## config.mk

```make
export PLATFORM = sky130hd
export DESIGN_NAME = ac97_frame_receiver
export DESIGN_NICKNAME = d
export VERILOG_FILES = /design/src/rtl/ac97_pkg.sv /design/src/rtl/ac97_slot_shifter.sv /design/src/rtl/ac97_frame_receiver.sv
export SDC_FILE = /design/constraint.sdc
export NUM_CORES = 1
export LEC_CHECK = 0
export BUFFER_PORTS_ARGS = -buffer_cell sky130_fd_sc_hd__buf_2
export CORE_AREA = 2 2 103 125
export DETAILED_ROUTE_END_ITERATION = 6
export DIE_AREA = 0 0 105 127
export PLACE_DENSITY_LB_ADDON = 0.08
export SLEW_MARGIN = 40
export SYNTH_ARGS = -nofsm -noshare
export SYNTH_HDL_FRONTEND = slang
export SYNTH_SLANG_ARGS = --single-unit
```

## constraint.sdc

```tcl
create_clock -name clk -period 5.75 [get_ports clk]
set_input_delay 1.15 -clock clk [delete_from_list [all_inputs] [get_ports clk]]
set_output_delay 1.15 -clock clk [all_outputs]
set_load 0.02 [all_outputs]
```

## src/rtl/ac97_pkg.sv

```systemverilog
// AC-link frame geometry and receiver state encoding shared by the frame receiver.
package ac97_pkg;
  localparam int FRAME_BITS = 256;
  localparam int SLOT0_BITS = 16;
  localparam int SLOT_BITS  = 20;
  localparam int SLOT1_OFS  = 16;
  localparam int SLOT2_OFS  = 36;
  localparam int SLOT3_OFS  = 56;
  localparam int SLOT4_OFS  = 76;

  typedef enum logic [1:0] {ST_HUNT, ST_SLOT0, ST_DATA} ac97_state_e;

  // First frame bit index of captured slot k (1..4).
  function automatic logic [7:0] slot_ofs(input int k);
    case (k)
      1:       return 8'(SLOT1_OFS);
      2:       return 8'(SLOT2_OFS);
      3:       return 8'(SLOT3_OFS);
      default: return 8'(SLOT4_OFS);
    endcase
  endfunction
endpackage

```

## src/rtl/ac97_slot_shifter.sv

```systemverilog
// MSB-first serial-in shadow register for one AC-link slot.
module ac97_slot_shifter #(
  parameter int W = 20
) (
  input  logic         clk,
  input  logic         rst_b,
  input  logic         i_en,
  input  logic         i_bit,
  output logic [W-1:0] o_data
);
  always_ff @(posedge clk or negedge rst_b) begin
    if (!rst_b)    o_data <= '0;
    else if (i_en) o_data <= {o_data[W-2:0], i_bit};
  end
endmodule

```

## src/rtl/ac97_frame_receiver.sv

```systemverilog
// AC-link input frame receiver: locks to sync, shadows slots 0-4, publishes
// tags, status and PCM together one cycle after the last frame bit.
module ac97_frame_receiver
  import ac97_pkg::*;
#(
  parameter int PCM_WIDTH = 20
) (
  input  logic                 clk,
  input  logic                 rst_b,
  input  logic                 sync,
  input  logic                 sdata_in,
  output logic                 frame_valid,
  output logic                 codec_ready,
  output logic [11:0]          slot_tags,
  output logic                 status_valid,
  output logic [6:0]           status_addr,
  output logic [15:0]          status_data,
  output logic                 pcm_valid,
  output logic [PCM_WIDTH-1:0] pcm_left,
  output logic [PCM_WIDTH-1:0] pcm_right,
  output logic                 framing_error
);
  localparam logic [7:0] LAST_BIT  = 8'(FRAME_BITS - 1);
  localparam logic [7:0] SLOT0_END = 8'(SLOT0_BITS - 1);

  ac97_state_e      r_state;
  logic [7:0]       r_cnt;
  logic             r_sync_q;
  logic             w_rise;
  logic             w_bit0;
  logic [4:0]       w_en;
  logic [4:0][19:0] w_slot;
  logic             w_unused_bits;

  assign w_rise = sync & ~r_sync_q;
  // Frame bit 0 is either a fresh lock from HUNT or the expected rise at wrap.
  assign w_bit0 = w_rise && ((r_state == ST_HUNT) ||
                             (r_state == ST_DATA && r_cnt == 8'd0));
  assign w_en[0] = w_bit0 || (r_state == ST_SLOT0);

  for (genvar k = 1; k < 5; k++) begin : g_en
    localparam logic [7:0] LO = slot_ofs(k);
    localparam logic [7:0] HI = LO + 8'(SLOT_BITS);
    assign w_en[k] = (r_state == ST_DATA) && (r_cnt >= LO) && (r_cnt < HI);
  end

  for (genvar g = 0; g < 5; g++) begin : g_slot
    ac97_slot_shifter #(.W(SLOT_BITS)) u_sh (
      .clk    (clk),
      .rst_b  (rst_b),
      .i_en   (w_en[g]),
      .i_bit  (sdata_in),
      .o_data (w_slot[g])
    );
  end

  assign w_unused_bits = ^{w_slot[0][19:16], w_slot[0][2:0], w_slot[1][19],
                           w_slot[1][11:0], w_slot[2][3:0], w_slot[3], w_slot[4]};

  always_ff @(posedge clk or negedge rst_b) begin
    if (!rst_b) begin
      r_state       <= ST_HUNT;
      r_cnt         <= '0;
      r_sync_q      <= 1'b1;
      frame_valid   <= 1'b0;
      codec_ready   <= 1'b0;
      slot_tags     <= '0;
      status_valid  <= 1'b0;
      status_addr   <= '0;
      status_data   <= '0;
      pcm_valid     <= 1'b0;
      pcm_left      <= '0;
      pcm_right     <= '0;
      framing_error <= 1'b0;
    end else begin
      r_sync_q      <= sync;
      frame_valid   <= 1'b0;
      status_valid  <= 1'b0;
      pcm_valid     <= 1'b0;
      framing_error <= 1'b0;
      case (r_state)
        ST_HUNT: begin
          if (w_rise) begin
            r_state <= ST_SLOT0;
            r_cnt   <= 8'd1;
          end
        end
        ST_SLOT0: begin
          if (!sync) begin
            framing_error <= 1'b1;
            r_state       <= ST_HUNT;
            r_cnt         <= '0;
          end else begin
            r_cnt <= r_cnt + 8'd1;
            if (r_cnt == SLOT0_END) r_state <= ST_DATA;
          end
        end
        ST_DATA: begin
          if (r_cnt == 8'd0) begin
            if (w_rise) begin
              r_state <= ST_SLOT0;
              r_cnt   <= 8'd1;
            end else begin
              framing_error <= 1'b1;
              r_state       <= ST_HUNT;
            end
          end else if (sync) begin
            framing_error <= 1'b1;
            r_state       <= ST_HUNT;
            r_cnt         <= '0;
          end else begin
            r_cnt <= r_cnt + 8'd1;
            // Slots 0-4 finished long ago; publish the whole frame at once.
            if (r_cnt == LAST_BIT) begin
              frame_valid <= 1'b1;
              codec_ready <= w_slot[0][15];
              slot_tags   <= w_slot[0][14:3];
              if (w_slot[0][14] && w_slot[0][13]) begin
                status_valid <= 1'b1;
                status_addr  <= w_slot[1][18:12];
                status_data  <= w_slot[2][19:4];
              end
              if (w_slot[0][12] && w_slot[0][11]) begin
                pcm_valid <= 1'b1;
                pcm_left  <= w_slot[3][19 -: PCM_WIDTH];
                pcm_right <= w_slot[4][19 -: PCM_WIDTH];
              end
            end
          end
        end
        default: begin
          r_state <= ST_HUNT;
          r_cnt   <= '0;
        end
      endcase
    end
  end
endmodule

```

=== Yosys cells after proc, flatten, opt, wreduce, memory -nomap -nowiden ===
Cells that the tools add are included.

* Register bits: 186
* Bits of input ports: 4
* Output and inout bits: 80
* Word-level logic and storage cells: 89

* Add/subtract/negate cells: 1
* Magnitude comparators: 8
* Eq/ne operators: 7
* Multiplexer cells: 31
* Bitwise operators: 4
* Reduce and logical (&&, ||, !) cells: 20

{| class="wikitable"
|+ Operator list
! kind !! count
|-
| 8-bit two-way mux || 4
|-
| 8-bit one-hot mux with 3 select lines || 1
|-
| 1-bit two-way mux || 19
|-
| 8-bit by 6-bit greater-or-equal comparator with 1-bit output, second input constant || 2
|-
| 8-bit by 6-bit < comparator with 1-bit output, second input constant || 2
|-
| 8-bit by 7-bit < comparator with 1-bit output, second input constant || 2
|-
| 1-bit logical AND || 12
|-
| 2-bit two-way mux || 5
|-
| 5-bit AND reduction || 2
|-
| 8-bit by 1-bit adder with 8-bit output, second input constant || 1
|-
| 8-bit by 4-bit == test with 1-bit output, second input constant || 1
|-
| 8-bit == test, second input constant || 1
|-
| 8-bit by 5-bit greater-or-equal comparator with 1-bit output, second input constant || 1
|-
| 8-bit by 7-bit greater-or-equal comparator with 1-bit output, second input constant || 1
|-
| 8-bit logical NOT || 1
|-
| 3-bit by 2-bit != test with 1-bit output, second input constant || 2
|-
| 2-bit one-hot mux with 3 select lines || 1
|-
| 4-bit AND reduction || 1
|-
| 1-bit NOT || 3
|-
| 3-bit AND reduction || 1
|-
| 2-bit by 1-bit == test with 1-bit output, second input constant || 1
|-
| 2-bit == test, second input constant || 1
|-
| 2-bit logical NOT || 1
|-
| 1-bit logical OR || 2
|-
| other kinds (3) || 3
|}

=== Longest topological paths before layout ===
Gate-level depths: netlist of run 1.

* Depth after elaboration: 6
* Depth in mapped cells: 8
* Mapped depth without buffers: 6

=== Cells and area by module ===
A second synthesis of run 1 with hierarchy kept.

* Cells, all modules: 479
* Area, all modules: 7,958.9 µm²

{| class="wikitable"
|+ By module, submodules not included
! module !! instances !! cells each !! area each (µm²) !! seq. area each (µm²)
|-
| ac97_slot_shifter || 5 || 42 || 823.3 || 500.5
|-
| ac97_frame_receiver || 1 || 269 || 3,842.4 || 2,278.4
|}

=== Least setup slack after synthesis of run 1 ===
No wires, ideal clock.

* Path kind: input-to-reg
* Start point: input port sync
* End point: register status_addr[6]
* Setup time: 125 ps
* Arrival: 2,589 ps
* Required time: 5,625 ps
* Setup slack: 3,037 ps
* Stages on the path: 7
* Buffers on the path: 3
* Cells stage by stage: buf_6 -> nand2b_4 -> nor4_4 -> and3_1 -> buf_4 -> buf_6 -> mux2_2

* Cells in the longest elaborated chain, start to end: 2

{| class="wikitable"
|+ Ends and longest elaborated chain
! what !! RTL line !! text
|-
| start: declaration || ac97_frame_receiver.sv:10 || <nowiki>input logic sync,</nowiki>
|-
| 1-bit NOT (no line) || - ||
|-
| 5-bit AND reduction (no line) || - ||
|-
| end signal: assignment || ac97_frame_receiver.sv:120 || <nowiki>status_addr <= w_slot[1][18:12];</nowiki>
|-
| end: declaration || ac97_frame_receiver.sv:16 || <nowiki>output logic [6:0] status_addr,</nowiki>
|}

No other way between the ends.
A chain may end at the register's enable or synchronous reset.

=== Worst setup path in the final report of run 1 ===
* Start point: input port sync
* End point: register status_data[1]

* Cells in the longest elaborated chain, start to end: 2

{| class="wikitable"
|+ Ends and longest elaborated chain
! what !! RTL line !! text
|-
| 1-bit NOT (no line) || - ||
|-
| 5-bit AND reduction (no line) || - ||
|-
| end signal: assignment || ac97_frame_receiver.sv:121 || <nowiki>status_data <= w_slot[2][19:4];</nowiki>
|-
| end: declaration || ac97_frame_receiver.sv:17 || <nowiki>output logic [15:0] status_data,</nowiki>
|}

No other way between the ends.

==> impl_metrics.py, run 1 <==
metrics = {
    "outcome": {
        "status": "completed",
    },
    "synthesis": {
        "netlist_instances": 463,
        "synthTopCellsByArea": "sky130_fd_sc_hd__dfrtp_1, sky130_fd_sc_hd__mux2_2, sky130_fd_sc_hd__mux2_1",
        "synth.lib_cells_used.distinct": 42,
        "post_syn_area_sq_um": 7350,
        "synth_top_flop_cell": "sky130_fd_sc_hd__dfrtp_1",
        "yosys_warnings": 0,
        "simple_gate_portion_of_the_synthesized_area": 0.0410,
        "yosys-mux-area-fraction": 0.265,
        "synth_top_cell_area_share": 0.630,
        "synthXorXnorAreaFrac": 0.00119,
        "syn-num-nets": 473,
        "synth_area_leader_cell": "sky130_fd_sc_hd__dfrtp_1",
        "synth-edff-count": 0,
        "synth_sequential_area_ratio": 0.634,
        "synth_top_family_by_area": "multiplexers",
        "yosys_register_bits": 186,
        "ys_async_sr_fraction": 1.00,
        "synth.avg_cell_area_sq_um": 15.9,
        "synth_compound_area_frac": 0.0235,
        "synth_adder_area_share": 0.0102,
    },
    "timing": {
        "rsz0062_at_grt": "no",
        "max_fclk_ghz": 0.353,
        "timing.final.setup_violations": 0,
        "totalNegativeSetupSlack_ns": 0,
        "hold_violations": 0,
        "worstMarginPinSlew_ns": 0.775,
        "fin_crit_share": 0.493,
        "final_critical_path_setup_slack_ns": 2.92,
        "finClkSkew_ns": 0.00829,
        "final-max-slew-violation-count": 0,
        "period_minus_slack_ns": 2.83,
        "timing.max_slew.rel_slack": 0.482,
    },
    "clock_network": {
        "cts.hold.buffers_added": 0,
        "clk_latency_ns": 0.42,
        "cts_root_buffer": "sky130_fd_sc_hd__clkbuf_16",
        "cts_tree": "done",
        "h-tree-depth": 4,
        "max-clock-path-buffers": 2,
        "clock-sinks": 186,
        "cts_setup_buffers": 0,
        "path_clk_slew_ns": 0.06,
        "cts_repair_resize_count": 0,
        "cts_made_buffers": 17,
    },
    "floorplanning": {
        "dieArea_sq_um": 13300,
        "core_sq_um": 12000,
        "floorplan.rows": 44,
        "boundaryPins": 84,
        "fp.dieW_um": 105,
        "chipHeight_um": 127,
        "initial_utilization": 0.612,
    },
    "critical_path": {
        "cp_max_fo": 24,
        "regToRegStartpoint": "r_state[0]",
        "r2r.worst_path.cells": 6,
        "register_to_register_setup_slack_ns": 3.02,
        "cp-end-kind": "flip-flop",
        "critical_path.reg2reg.endpoint": "status_data[1]",
        "cp.required_ns": 6.05,
        "critical_path_class": "in2reg",
        "critical_path.startpoint_type": "input port",
        "arrival_ns": 3.14,
    },
    "global_routing": {
        "grt_pass1_vias": 3921,
        "global_route.usage.met3": 0.0582,
        "grt_pass1_wl_um": 19300,
        "globalRoute.busiestLayer": "met2",
        "globalRouteMet2Util": 0.285,
        "initial_antenna_violation_count": 1,
        "gr-usage-all-layers": 0.184,
        "grt_use_met1": 0.249,
        "largest_net_degree_at_the_start_of_global_routing": 119,
        "gr-total-overflow": 0,
    },
    "final_layout": {
        "drive_above_1_share": 0.445,
        "layout_commonest_cell": "sky130_fd_sc_hd__dfrtp_1",
        "nFillCells": 829,
        "multiInputGateArea_sq_um": 2540,
        "fin_nets": 557,
        "antenna_cell_count": 0,
        "layout_common_cells": "sky130_fd_sc_hd__dfrtp_1, sky130_fd_sc_hd__mux2_2, sky130_fd_sc_hd__buf_2",
        "area_growth_from_synthesis_to_final_layout_pct": 16.0,
        "final-seq-area_sq_um": 4660,
    },
    "worst_hold_path": {
        "worst_hold_path_endpoint": "pcm_left[10]",
        "min_path_type": "reg2reg",
        "hold_start": "pcm_left[10]",
        "hold_depth": 1,
    },
    "route": {
        "detailedRoute.firstPassIterationCount": 4,
        "first_iter_violations": 138,
        "via_per_inst": 5.47,
        "drc_viols": 0,
        "dr_total_vias": 3926,
        "drt_wl_total_um": 11400,
        "route.antenna.remaining_nets": 0,
        "wl_per_cell_um": 15.9,
    },
    "power": {
        "cell_internal_pwr_mw": 2.26,
        "netSwitchingPower_mw": 0.680,
        "clock_power_share": 0.409,
        "vdd.ir_drop.worst_v": 0.000204,
        "netSwitchingFraction": 0.232,
        "power.share.combinational": 0.102,
        "static-leakage-power_nw": 4.62,
        "pwr_density_cell_nw_per_um2": 344,
        "seq_power_share": 0.489,
    },
    "placed_design": {
        "gpl_congestion": 0.850,
        "buffer_ports.inserted": 83,
        "post-dp-hpwl_um": 7300,
        "dp_worst_setup_slack_ns": 2.46,
    },
    "flow_run": {
        "maxCapViolCount": 0,
    },
}
## critical path, cell delays in order
cell	delay (ns)
sky130_fd_sc_hd__buf_2	0.15
sky130_fd_sc_hd__nand2b_4	0.16
sky130_fd_sc_hd__nor4_4	0.58
sky130_fd_sc_hd__and3_2	0.67
sky130_fd_sc_hd__mux2_2	0.40
## flip-flops by register name (all words and copies together), names as in the netlist
name / flops
pcm_right: 20
slot_tags: 12
pcm_left: 20
framing_error: 1
r_cnt: 8
r_state: 2
status_valid: 1
status_addr: 7
frame_valid: 1
pcm_valid: 1
status_data: 16
g_slot.u_sh.o_data: 95
codec_ready: 1
r_sync_q: 1
## cells by family after synthesis
group                    after synthesis
buffers and inverters                 28
adder cells (fa/ha/maj)                6
AO/OA/AOI/OAI                         22
flip-flops                           186
AND/OR/NAND/NOR                       47
multiplexers                         173
XOR/XNOR                               1
## synthesized netlist by cell type, drive strengths merged (4+ instances only)
cell type,count
a21oi,5
inv,4
buf,22
nor2,6
nand2,10
mux2,172
and3,8
dfrtp,185
nor4,4
ha,6
## per-layer routing
layer,part of all wire,vias up
met5,0.0011,-
met4,0.0094,2
met1,0.46,2017
li1,-,1821
met3,0.044,11
met2,0.49,75
## worst max path at each step
stage | start | end | slack, ns
global route | sync | pcm_right[9] | 2.80
floorplan | sync | status_addr[6] | 3.04
global placement | sync | status_data[10] | 1.89
detailed placement | sync | pcm_right[10] | 2.46
finish | sync | status_data[1] | 2.92
CTS | sync | pcm_left[17] | 2.90
## area by class of cell
class | instances | share of cell area
timing repair buffer | 89 | 0.0580
multi-input combinational | 249 | 0.298
clock inverter | 11 | 0.0201
clock buffer | 18 | 0.0515
sequential | 186 | 0.546
tap | 161 | 0.0236
inverter | 4 | 0.00176
## power by group through the flow
stage | Clock (mW) | Combinational (mW) | Sequential, mW
floorplan | 0 | 0.221 | 1.44
global placement | 0 | 0.283 | 1.45
detailed placement | 0 | 0.298 | 1.46
CTS | 1.23 | 0.299 | 1.43
global route | 1.29 | 0.335 | 1.44
finish | 1.20 | 0.300 | 1.43
## stage by stage
| stage | total power [mW] | util | hold slack (ns) | cells | area (sq um) |
|---|---|---|---|---|---|
| 2_1_floorplan | 1.66 | - | 0.459 | 463 | 7350 |
| 3_3_place_gp | 1.74 | 0.653 | 0.462 | 686 | 7830 |
| 3_5_place_dp | 1.76 | 0.656 | 0.469 | 688 | 7870 |
| 4_1_cts | 2.96 | 0.707 | 0.484 | 717 | 8480 |
| 5_1_grt | 3.07 | 0.710 | 0.497 | 718 | 8520 |
| 6_report | 2.93 | 0.710 | 0.477 | 718 | 8520 |
Note: power is estimated with default switching activity, not from simulation.
==> inputs of run 2 (changes only) <==
Settings changed: CORE_AREA 2 2 103 125 to 2 2 106 129, DIE_AREA 0 0 105 127 to 0 0 108 131.
Clock period 5.75 ns to 2.9 ns, I/O delays scaled along.
==> impl_metrics.py, run 2 (same netlist as run 1, synthesis figures left out) <==
metrics = {
    "power": {
        "fin_total_pwr_mw": 5.54,
        "netSwitchingPower_mw": 1.39,
        "power.share.combinational": 0.108,
        "pwr_density_cell_nw_per_um2": 654,
        "seq_power_share": 0.514,
        "clock_power_share": 0.378,
        "cell_internal_pwr_mw": 4.15,
        "vdd.ir_drop.worst_v": 0.000411,
        "netSwitchingFraction": 0.250,
        "static-leakage-power_nw": 4.61,
    },
    "critical_path": {
        "crit_slowest_cell": "sky130_fd_sc_hd__dfrtp_1",
        "critical_path_class": "reg2reg",
        "cp_max_fo": 41,
        "critical_path.startpoint_type": "flip-flop",
        "timing.critical_path.buf_inv": 3,
        "max_stage_delay_ns": 0.40,
        "cp_top_family": "simple AND/OR/NAND/NOR gates",
        "cp-end-kind": "flip-flop",
        "arrival_ns": 2.74,
        "cp_cell_sequence": "inv_1 > ha_1 > nand2b_4 > nor4_4 > buf_4 > and3_2 > buf_12 > mux2_1",
        "cp.required_ns": 3.19,
    },
    "final_layout": {
        "max_reg_flops": 95,
        "final_area_sq_um": 8470,
        "fin_nets": 563,
        "layout_commonest_cell": "sky130_fd_sc_hd__dfrtp_1",
        "biggestRegsByFlops": "g_slot.u_sh.o_data (95), pcm_left (20), pcm_right (20)",
        "layout_common_cells": "sky130_fd_sc_hd__dfrtp_1, sky130_fd_sc_hd__mux2_2, sky130_fd_sc_hd__buf_2",
        "area_growth_from_synthesis_to_final_layout_pct": 15.3,
        "largest-register": "g_slot.u_sh.o_data",
        "final_util": 0.654,
        "drive_above_1_share": 0.445,
        "nFillCells": 1003,
        "fin_cells": 734,
        "antenna_cell_count": 0,
    },
    "placed_design": {
        "gpl_congestion": 0.782,
        "post-dp-hpwl_um": 7730,
        "dp.cells": 702,
        "buffer_ports.inserted": 83,
        "dp_worst_setup_slack_ns": 0.500,
        "placedInstanceArea_sq_um": 7930,
    },
    "clock_network": {
        "clk_latency_ns": 0.42,
        "clock-sinks": 186,
        "cts_tree": "done",
        "cts_setup_buffers": 0,
        "cts.hold.buffers_added": 0,
        "max-clock-path-buffers": 2,
        "h-tree-depth": 4,
        "path_clk_slew_ns": 0.07,
        "cts_repair_resize_count": 0,
        "cts_made_buffers": 17,
        "cts_root_buffer": "sky130_fd_sc_hd__clkbuf_16",
    },
    "global_routing": {
        "gr-total-overflow": 0,
        "gr-usage-all-layers": 0.182,
        "largest_net_degree_at_the_start_of_global_routing": 74,
        "grt_pass1_wl_um": 20100,
        "grt_pass1_vias": 4084,
        "initial_antenna_violation_count": 0,
    },
    "timing": {
        "hold_violations": 0,
        "totalNegativeSetupSlack_ns": 0,
        "final_critical_path_setup_slack_ns": 0.449,
        "max_fclk_ghz": 0.408,
        "fin_crit_share": 0.845,
        "period_minus_slack_ns": 2.45,
        "fin_worst_hold_slack_ns": 0.109,
        "worstMarginPinSlew_ns": 0.755,
        "finClkSkew_ns": 0.0105,
        "timing.max_slew.rel_slack": 0.495,
        "rsz0062_at_grt": "no",
        "final-max-slew-violation-count": 0,
        "timing.final.setup_violations": 0,
    },
    "route": {
        "detailedRoute.firstPassIterationCount": 4,
        "via_per_inst": 5.42,
        "dr_total_vias": 3977,
        "wl_per_cell_um": 16.2,
        "drc_viols": 0,
        "first_iter_violations": 155,
        "drt_wl_total_um": 11900,
        "route.antenna.remaining_nets": 0,
    },
    "flow_run": {
        "maxCapViolCount": 0,
    },
    "floorplanning": {
        "boundaryPins": 84,
        "dieArea_sq_um": 14100,
        "floorplan.rows": 46,
        "fp.dieW_um": 108,
        "core_sq_um": 12900,
        "chipHeight_um": 131,
        "initial_utilization": 0.567,
    },
    "outcome": {
        "status": "completed",
    },
    "worst_hold_path": {
        "min_path_type": "in2async",
    },
}
-- run 2: cell types whose count changed in the layout (fill, tap and decap cells not counted), sizes merged --
| cell | before | now |
|---|---|---|
| buf | 89 | 95 |
| bufinv | 4 | 0 |
| clkbuf | 18 | 21 |
| inv | 6 | 8 |
| clkinv | 3 | 4 |
| clkinvlp | 2 | 3 |
-- run 2: cell type report --
type / count / area (sq um) / share of cell area
clock inverters: 11 / 87.6 / 0.0103
repair buffers: 95 / 537 / 0.0634
inverters: 4 / 15.0 / 0.00177
multi-input cells: 249 / 2520 / 0.297
flip-flops and latches: 186 / 4660 / 0.550
clock buffers: 21 / 450 / 0.0532
well taps: 168 / 210 / 0.0248
-- run 2: routing by layer --
layer / GRT usage / part of all wire / wire [um] / up-vias
met5: 0 / 0 / 0 / -
li1: - / - / - / 1841
met4: 0.0739 / 0.021 / 250 / 0
met3: 0.0491 / 0.045 / 529 / 21
met1: 0.239 / 0.46 / 5500 / 2029
met2: 0.290 / 0.47 / 5590 / 86
-- run 2: worst paths after layout --
path	from	to	slack [ns]	cells after the start
worst max-delay path	r_state[0]	pcm_left[16]	0.45	8
worst min-delay path	rst_b	status_addr[3]	0.11	1
worst max register to register	r_state[0]	pcm_left[16]	0.45	8
worst min register to register	pcm_left[8]	pcm_left[8]	0.48	1
max in group asynchronous	rst_b	r_sync_q	1.96	2
min in group clk	sync	r_sync_q	0.33	1
-- run 2: power groups by stage --
stage,Clock [mW],Sequential (mW),Combinational [mW]
2_1_floorplan,0,2.86,0.438
3_3_place_gp,0,2.89,0.581
3_5_place_dp,0,2.90,0.602
4_1_cts,2.15,2.85,0.607
5_1_grt,2.26,2.87,0.672
6_report,2.10,2.85,0.601
==> inputs of run 3 (changes only) <==
Settings changed: ABC_AREA from default to 1, CORE_AREA 2 2 106 129 to 2 2 110 133, DIE_AREA 0 0 108 131 to 0 0 112 135.
Clock period 2.9 ns to 2.49 ns, I/O delays scaled along.
==> impl_metrics.py, run 3 <==
metrics = {
    "outcome": {
        "status": "completed",
    },
    "route": {
        "first_iter_violations": 369,
        "detailedRoute.firstPassIterationCount": 5,
        "wl_per_cell_um": 13.2,
        "route.antenna.remaining_nets": 0,
        "via_per_inst": 5.08,
        "drt_wl_total_um": 14400,
        "dr_total_vias": 5518,
        "drc_viols": 0,
    },
    "placed_design": {
        "buffer_ports.inserted": 83,
        "gpl_congestion": 0.839,
        "post-dp-hpwl_um": 9670,
    },
    "floorplanning": {
        "boundaryPins": 84,
        "dieArea_sq_um": 15100,
        "fp.dieW_um": 112,
        "floorplan.rows": 47,
        "core_sq_um": 13800,
        "chipHeight_um": 135,
        "initial_utilization": 0.581,
    },
    "power": {
        "netSwitchingFraction": 0.264,
        "power.share.combinational": 0.115,
        "seq_power_share": 0.481,
        "netSwitchingPower_mw": 1.82,
        "pwr_density_cell_nw_per_um2": 756,
        "cell_internal_pwr_mw": 5.06,
        "static-leakage-power_nw": 4.57,
        "vdd.ir_drop.worst_v": 0.000752,
        "clock_power_share": 0.404,
    },
    "synthesis": {
        "post_syn_area_sq_um": 7990,
        "synth_common_cells": "sky130_fd_sc_hd__nand2_1, sky130_fd_sc_hd__dfrtp_1, sky130_fd_sc_hd__inv_1",
        "yosys_warnings": 0,
        "synth_sequential_area_ratio": 0.582,
        "synth.avg_cell_area_sq_um": 9.70,
        "synthTopCellsByArea": "sky130_fd_sc_hd__dfrtp_1, sky130_fd_sc_hd__nand2_1, sky130_fd_sc_hd__o21ai_2",
        "yosys_register_bits": 186,
        "netlist_instances": 824,
        "synth.lib_cells_used.distinct": 30,
        "synth_area_leader_cell": "sky130_fd_sc_hd__dfrtp_1",
        "synth_top_flop_cell": "sky130_fd_sc_hd__dfrtp_1",
        "syn-num-nets": 834,
        "synth_top_cell_area_share": 0.579,
        "synth-edff-count": 0,
        "synthMostInstantiatedCell": "sky130_fd_sc_hd__nand2_1",
        "ys_async_sr_fraction": 1.00,
    },
    "clock_network": {
        "clock-sinks": 186,
        "cts_setup_buffers": 0,
        "cts_repair_resize_count": 0,
        "cts_tree": "done",
        "cts_root_buffer": "sky130_fd_sc_hd__clkbuf_16",
        "h-tree-depth": 4,
        "max-clock-path-buffers": 2,
        "cts_made_buffers": 17,
        "path_clk_slew_ns": 0.07,
        "clk_latency_ns": 0.43,
        "cts.hold.buffers_added": 0,
    },
    "final_layout": {
        "antenna_cell_count": 0,
        "layout_common_cells": "sky130_fd_sc_hd__nand2_1, sky130_fd_sc_hd__dfrtp_1, sky130_fd_sc_hd__inv_1",
        "fin_nets": 912,
        "layout_commonest_cell": "sky130_fd_sc_hd__nand2_1",
        "nFillCells": 1146,
        "max_reg_flops": 95,
        "drive_above_1_share": 0.278,
        "final_util": 0.661,
        "multiInputGateArea_sq_um": 2640,
        "final-seq-area_sq_um": 4660,
        "biggestRegsByFlops": "g_slot.u_sh.o_data (95), pcm_left (20), pcm_right (20)",
        "largest-register": "g_slot.u_sh.o_data",
        "area_growth_from_synthesis_to_final_layout_pct": 13.9,
    },
    "timing": {
        "period_minus_slack_ns": 1.99,
        "hold_violations": 0,
        "finClkSkew_ns": 0.00759,
        "final-max-slew-violation-count": 0,
        "totalNegativeSetupSlack_ns": 0,
        "rsz0062_at_grt": "no",
        "worstMarginPinSlew_ns": 0.633,
        "fin_crit_share": 0.799,
        "max_fclk_ghz": 0.503,
        "timing.max_slew.rel_slack": 0.577,
        "timing.final.setup_violations": 0,
    },
    "critical_path": {
        "cp-end-kind": "flip-flop",
        "arrival_ns": 2.34,
        "cp_max_fo": 46,
        "critical_path_class": "reg2reg",
        "critical_path.startpoint_type": "flip-flop",
        "cp.required_ns": 2.85,
    },
    "global_routing": {
        "gr-total-overflow": 0,
        "largest_net_degree_at_the_start_of_global_routing": 81,
        "gr-usage-all-layers": 0.206,
        "initial_antenna_violation_count": 0,
        "grt_pass1_wl_um": 25000,
        "grt_pass1_vias": 5454,
    },
    "flow_run": {
        "maxCapViolCount": 0,
    },
    "worst_hold_path": {
        "min_path_type": "in2async",
    },
}
[run 3: cell types whose count changed in the layout (fill, tap and decap cells not counted), sizes merged, moves of 3 or more]
| cell | delta |
|---|---|
| nor2 | +14 |
| and3 | -8 |
| o21ai | +150 |
| nand2b | -3 |
| mux2 | -172 |
| nor2b | -3 |
| nand3 | +31 |
| a221o | -3 |
| clkinv | +4 |
| a21oi | +3 |
| inv | +104 |
| bufinv | +3 |
| nand2 | +249 |
| nor4 | -4 |
[run 3: cell families (layout without fill, tap and decap cells)]
logic type	count (synthesis)	in the layout	synth area share
simple gates	320	320	0.187
flops	186	186	0.582
compound gates	162	162	0.132
buf+inv	149	240	0.0877
fa+ha+maj	6	6	0.00939
xor+xnor	1	1	0.00110
[run 3: per-stage QoR]
stage                     instance area (sq um)  setup slack [ns]  cells  hold WS, ns  power (mW)
after floorplan                            7990             0.896    824        0.202        3.92
after global placement                     8490             0.647   1054        0.461        4.12
after detailed placement                   8490             0.543   1054        0.459        4.15
after CTS                                  9100             0.527   1086       0.0564        6.94
after global routing                       9100             0.385   1086       0.0818        7.17
final                                      9100             0.502   1086       0.0343        6.88
[run 3: power by group through the flow]
stage / registers (mW) / logic, mW / clock network, mW
2_1_floorplan: 3.32 / 0.597 / 0
3_3_place_gp: 3.35 / 0.767 / 0
3_5_place_dp: 3.36 / 0.794 / 0
4_1_cts: 3.30 / 0.800 / 2.84
5_1_grt: 3.32 / 0.906 / 2.95
6_report: 3.31 / 0.792 / 2.78
[run 3: layout make-up]
type	count	share of cell area
multi-input cells	489	0.290
well taps	171	0.0235
inverters	112	0.0463
clock buffers	19	0.0498
repair buffers	96	0.0612
clock inverters	13	0.0180
flip-flops and latches	186	0.511
[run 3: per-layer routing]
metal	vias to the layer above	wire length, um	GRT usage
met1	2654	6480	0.261
met5	-	0	0
li1	2732	-	-
met2	112	7090	0.343
met3	20	532	0.0453
met4	0	277	0.0888
[run 3: path summary, 6_finish.rpt]
path | end | slack (ns) | start | cells after the start
setup / recovery | status_data[11] | 0.50 | r_state[0] | 8
hold / removal | pcm_right[12] | 0.03 | rst_b | 1
setup reg to reg | status_data[11] | 0.50 | r_state[0] | 8
hold reg to reg | slot_tags[4] | 0.48 | slot_tags[4] | 2
max in group asynchronous | r_sync_q | 1.80 | rst_b | 2
min in group clk | r_sync_q | 0.23 | sync | 1
[run 3: critical path, cell delays in order (launching register included)]
cell and delay (ns):
sky130_fd_sc_hd__dfrtp_1 0.41, sky130_fd_sc_hd__inv_1 0.09, sky130_fd_sc_hd__ha_1 0.32, sky130_fd_sc_hd__inv_1 0.23
sky130_fd_sc_hd__nor2_8 0.07, sky130_fd_sc_hd__nand3b_4 0.07, sky130_fd_sc_hd__buf_4 0.47, sky130_fd_sc_hd__nand2_1 0.14
sky130_fd_sc_hd__o21ai_2 0.08
